File: config.mk
export PLATFORM = sky130hd
export DESIGN_NAME = class_sum_acc
export DESIGN_NICKNAME = d
export VERILOG_FILES = /design/src/rtl/class_sum_acc.sv
export SDC_FILE = /design/constraint.sdc
export NUM_CORES = 1
export LEC_CHECK = 0
export CAP_MARGIN = 15
export CORE_MARGIN = 1.5
export CORE_UTILIZATION = 56
export CTS_CLUSTER_SIZE = 10
export DETAILED_ROUTE_END_ITERATION = 12
export PLACE_DENSITY = 0.85
export SETUP_SLACK_MARGIN = 0.1
export SYNTH_ARGS = -nofsm -noshare
export SYNTH_HDL_FRONTEND = slang
export SYNTH_SLANG_ARGS = --single-unit
File: constraint.sdc
create_clock -name clk -period 16.1 [get_ports clk]
set_clock_uncertainty 0.2 [all_clocks]
set_input_delay 1.61 -clock clk [delete_from_list [all_inputs] [get_ports clk]]
set_output_delay 1.61 -clock clk [all_outputs]
set_load 0.005 [all_outputs]
File: src/rtl/class_sum_acc.sv
// class_sum_acc: per-class ReLU accumulation over a feature map, emitting saturated class sums with a one-cycle valid pulse.
module class_sum_acc #(
    parameter int IN_WIDTH   = 16,
    parameter int DATA_WIDTH = 16,
    parameter int N_MATS     = 10,
    parameter int MAP_PIXELS = 16,
    localparam int CNT_W     = $clog2(MAP_PIXELS),
    localparam int ACC_W     = IN_WIDTH + $clog2(MAP_PIXELS)
) (
    input  logic                         clk,
    input  logic                         rst,
    input  logic signed [IN_WIDTH-1:0]   pix_in [N_MATS],
    input  logic                         valid_in,
    output logic                         in_ready,
    input  logic                         flush,
    output logic        [DATA_WIDTH-1:0] sum_out [N_MATS],
    output logic                         valid_out,
    output logic                         sat_flag,
    output logic        [CNT_W-1:0]      beat_cnt
);
    typedef enum logic {ACCUM, EMIT} state_t;
    state_t state;
    logic [ACC_W-1:0] acc [N_MATS];
    logic [ACC_W-1:0] nxt [N_MATS];
    logic [DATA_WIDTH-1:0] clamp [N_MATS];
    logic [N_MATS-1:0] sat;
    logic accept, last;
    assign in_ready = state == ACCUM;
    assign accept   = valid_in && in_ready && !flush;
    assign last     = accept && beat_cnt == CNT_W'(MAP_PIXELS - 1);
    genvar c;
    for (c = 0; c < N_MATS; c++) begin : g_ch
        // negative pixels, including the most negative code, contribute nothing
        assign nxt[c] = acc[c] + (pix_in[c][IN_WIDTH-1] ? '0 : ACC_W'($unsigned(pix_in[c])));
        if (DATA_WIDTH < ACC_W) begin : g_sat
            assign sat[c]   = |nxt[c][ACC_W-1:DATA_WIDTH];
            assign clamp[c] = sat[c] ? '1 : nxt[c][DATA_WIDTH-1:0];
        end else begin : g_ext
            assign sat[c]   = 1'b0;
            assign clamp[c] = DATA_WIDTH'(nxt[c]);
        end
    end
    always_ff @(posedge clk or posedge rst) begin
        if (rst) begin
            state     <= ACCUM;
            beat_cnt  <= '0;
            valid_out <= 1'b0;
            sat_flag  <= 1'b0;
            for (int i = 0; i < N_MATS; i++) begin
                acc[i]     <= '0;
                sum_out[i] <= '0;
            end
        end else begin
            valid_out <= last;
            if (state == EMIT) begin
                state <= ACCUM;
            end else if (flush) begin
                beat_cnt <= '0;
                for (int i = 0; i < N_MATS; i++) acc[i] <= '0;
            end else if (last) begin
                state    <= EMIT;
                beat_cnt <= '0;
                sat_flag <= |sat;
                for (int i = 0; i < N_MATS; i++) begin
                    sum_out[i] <= clamp[i];
                    acc[i]     <= '0;
                end
            end else if (accept) begin
                beat_cnt <= beat_cnt + 1'b1;
                for (int i = 0; i < N_MATS; i++) acc[i] <= nxt[i];
            end
        end
    end
endmodule
==> Word-level counts from Yosys, hierarchy flattened <==
Index checks and enable logic that the tools add are counted.
{ "totals": {"reg_bits": 367, "input_bits": 164, "out_inout_bits": 167, "elab_cells": 85} }
{ "classes": {"add_sub_neg": 11, "n_eq_ne": 1, "muxes": 29, "bitwise": 2, "n_reduce_logical": 18} }
{ "ops": {"columns": ["cell", "n"], "rows": [
  ["two-way mux 200 bit", 3],
  ["adder 20 x 15 -> 20 bit", 10],
  ["two-way mux 16 bit", 10],
  ["two-way mux 15 bit", 10],
  ["OR reduction 4 bit", 10],
  ["OR reduction 40 bit", 1],
  ["two-way mux 4 bit", 3],
  ["adder 4 x 1 -> 4 bit, second input constant", 1],
  ["== test 4 bit, second input constant", 1],
  ["logical AND 1 bit", 3],
  ["two-way mux 1 bit", 3],
  ["AND reduction 3 bit", 1],
  ["nonzero test 3 bit", 1],
  ["NOT 1 bit", 2],
  ["AND reduction 2 bit", 1],
  ["logical NOT 1 bit", 1]
]} }

==> Logic depth before layout (Yosys ltp) <==
{ "depth": {"ltp_word": 7, "depth_mapped": 15, "ltp_nobuf": 13} }

==> Worst setup path after synthesis <==
Ideal clock, no wire load.
{ "synth_path": {"path_kind": "input -> register", "startpoint": "input pix_in[15] in the netlist's numbering", "endpoint": "register sum_out[0] in the netlist's numbering", "setup_ns": 0.121, "t_arrival_ns": 4.438, "t_required_ns": 15.779, "setup_slack_ns": 11.341, "stages": 13, "n_path_buf": 2, "cell_sequence": "clkbuf_1 > nor2b_1 > ha_1 > a211o_1 > o221a_2 > o31a_1 > a31o_2 > o41ai_4 > nand3b_1 > mux2i_1 > nand3_1 > buf_4 > o22a_1"} }
{ "synth_via": {"elab_chain_len": 4} }
{ "synth_lines": {"columns": ["item", "line_no", "rtl"], "rows": [
  ["start: declaration", "12", "input logic signed [IN_WIDTH-1:0] pix_in [N_MATS],"],
  ["two-way mux 15 bit *", "34", "assign nxt[c] = acc[c] + (pix_in[c][IN_WIDTH-1] ? '0 : ACC_W'($unsigned(pix_in[c])));"],
  ["adder 20 x 15 -> 20 bit *", "34", null],
  ["OR reduction 4 bit", "36", "assign sat[c] = |nxt[c][ACC_W-1:DATA_WIDTH];"],
  ["two-way mux 16 bit *", "37", "assign clamp[c] = sat[c] ? '1 : nxt[c][DATA_WIDTH-1:0];"],
  ["end signal: indexed assignment", "65", "sum_out[i] <= clamp[i];"],
  ["end: declaration", "16", "output logic [DATA_WIDTH-1:0] sum_out [N_MATS],"]
]} }
Mark *: on every way between the ends. The rest lies on a longest branch, timed or not.
A chain may end at the register's enable or synchronous reset.

==> Final worst setup path <==
{ "layout_path": {"startpoint": "input pix_in[15] in the netlist's numbering", "endpoint": "register sum_out[12] in the netlist's numbering"} }
The elaborated chain is that of the path after synthesis.

==> flow_summary.ini <==
[synth]
async_flop_share_pct = 100
synth_fp_nets = 2848
yosysUniqueCellTypes = 73
ys_warn_count = 0
avgSynthCellArea_um2 = 8.93
ys_ff_latch = 367
synth-edff-count = 0
synthFlopType = dfrtp_1
synthCells = 2523
yosysSeqAreaShare_pct = 40.8
syn_area_mm2 = 0.0225

[setup_path]
critPathMaxStageDelay_ps = 820
endpoint_kind = register
timing.rr.start = acc[6]
reg2regPathDepth = 10
path_depth = 12
critPathLaunch = pix_in[15]
critical_path_arrival_ps = 5760
cp_top_family = compound AO/OA/AOI/OAI gates
cp_cell_sequence = clkdlybuf4s50_1, nor2b_1, ha_1, a211o_1, o221a_2, o31a_1, a31o_2, o41ai_4, nand3b_1, mux2i_1, nand3_1, o22a_1
endpoint = sum_out[12]
rrSetupSlack_ps = 12200
start_kind = input pin
critical_path_class = in -> reg
crit_buf_inv = 1
slowest_stage = clkdlybuf4s50_1
worstPathMaxFanout = 15
cp.required_ps = 16330
reg2reg_to = sum_out[12]

[place]
dp_slack_ps = 9920
dpl_cell_area_mm2 = 0.0262
gp_congestion = 0.909
dp_hpwl_mm = 42.2
io_buffers = 330
dp_cells = 3274

[timing]
hold_violations = 0
period_minus_slack_ps = 5520
tns_ps = 0
rsz0062_at_grt = false
holdWs_ps = 264
min_period_over_period_pct = 34.3
worst_pin_slew_ps = 1090
maxSlewHeadroom_pct = 27.3
setup_viol = 0
final_max_slew_viol_count = 0
fin_ws_ps = 10580
clock.fmax_ghz = 0.181

[clock_network]
ctsResizeCount = 0
cts_hold_buf = 0
cts_made_buffers = 43
postCtsSetupBuffers = 0
path_clk_slew_ps = 60
h-tree-depth = 2
clkLatencyLatePin_ps = 560
cts_buffer_depth = 3
numClockSinks = 367
cts_tree = built
clockRootBuffer = clkbuf_16

[power]
total_power_mw = 2.31
ir_drop_uv = 69.9
powerDensity_mw_per_mm2 = 84.4
p_leak_nw = 12.3

[job]
drv_cap = 0

[cells_and_area]
n_antenna_cell = 0
drive_gt1_share_pct = 3.25
final_common_cell = dfrtp_1
instances_no_fill = 3329
nNetsFinal = 3120
synthToLayoutAreaGrowth_pct = 21.4
layout_common_cells = 367 x dfrtp_1, 330 x clkdlybuf4s50_1, 270 x nor2_1, 221 x nand2_1, 214 x o21ai_0
fin_area_mm2 = 0.0273
final_util_pct = 68.8

[floorplan]
dieWidth_um = 204
dieArea_mm2 = 0.0414
num_rows = 73
core_area_mm2 = 0.0397
start_util_pct = 56.7
num_io_pins = 331
die_h_um = 204

[global_routing]
antenna_found_initial = 0
grt_pass1_vias = 20427
grtUsageTotal_pct = 29.5
grt_max_degree = 150
grt_pass1_wl_mm = 101
overflow = 0

[drt]
ant_nets = 0
post_drt_wl_per_cell_um = 18.2
vias = 20073
drtPass1Iterations = 6
drc_errors = 0
viasPerCell = 6.03
dr.first_iter.drc_count = 1409
wl_mm = 60.7

[status]
status = completed

[min_path]
hp-class = reg -> reg
[cells in the mapped netlist (all sizes together), types with 10 or more instances]
cell type	number	area, um2
o31a	11	96.3
o211ai	14	105
nand3	39	195
clkbuf	100	375
o21a	22	165
a31oi	97	607
o31ai	16	120
o22a	23	201
nor2	271	1020
or3	12	75.1
fa	10	200
a22o	67	587
and3	22	143
o21ai	220	1100
and2	11	68.8
ha	151	1890
a21oi	144	721
dfrtp	367	9180
nand2b	30	188
nand4	17	106
xor2	62	543
nor3	63	320
o22ai	14	87.6
nand2	222	833
nor2b	162	1010
o21bai	23	173
inv	80	300
buf	16	73.8
a211oi	20	155
xnor2	81	709
a21o	52	390
[sequential cells by signal, summed over array words and instances, names as in the netlist]
register   count
acc          200
sum_out      160
beat_cnt       4
sat_flag       1
state          1
valid_out      1
[worst min-delay path by stage]
| stage | start | endpoint | slack, ps | cells past startpoint |
|---|---|---|---|---|
| 2_1_floorplan | acc[102] | acc[102] | 260 | 2 |
| 3_3_place_gp | sum_out[111] | sum_out[111] | 250 | 2 |
| 3_5_place_dp | sum_out[111] | sum_out[111] | 250 | 2 |
| 4_1_cts | sum_out[111] | sum_out[111] | 270 | 2 |
| 5_1_grt | acc[47] | acc[47] | 310 | 2 |
| 6_report | sum_out[111] | sum_out[111] | 260 | 2 |
[where the power goes]
group          switching [mW]  internal [mW]
sequential             0.0351          0.975
combinational           0.234          0.203
clock                   0.370          0.491
total                   0.639           1.67
[worst reg2reg max path: cells and delay by family, from the launching register on]
family | cells | cell delay [ps]
compound gates | 6 | 1730
simple gates | 2 | 840
flops | 1 | 390
fa+ha+maj | 1 | 360
mux | 1 | 270
[kinds of logic after synthesis]
kind of cell	synth area share, %
AND/OR/NAND/NOR	18.6
flip-flops	40.8
multiplexers	0.366
adder cells (fa/ha/maj)	9.27
AO/OA/AOI/OAI	22.1
buffers and inverters	3.33
XOR/XNOR	5.56
[layout make-up]
type / instances / area, um2
Multi-Input combinational cell: 1960 / 12600
Fill cell: 3015 / 12400
Sequential cell: 367 / 9180
Timing Repair Buffer: 343 / 3400
Clock buffer: 53 / 1140
Tap cell: 525 / 657
Inverter: 80 / 315
Clock inverter: 1 / 8.76
[metal layers]
| layer | global-route usage [%] | part of all wire [%] | up-vias |
|---|---|---|---|
| li1 | - | - | 9491 |
| met1 | 37.3 | 42 | 9760 |
| met2 | 51.5 | 49 | 691 |
| met3 | 5.08 | 6.4 | 131 |
| met4 | 9.50 | 2.7 | 0 |
| met5 | 0 | 0 | - |
Power figures use the tool's default switching activity.
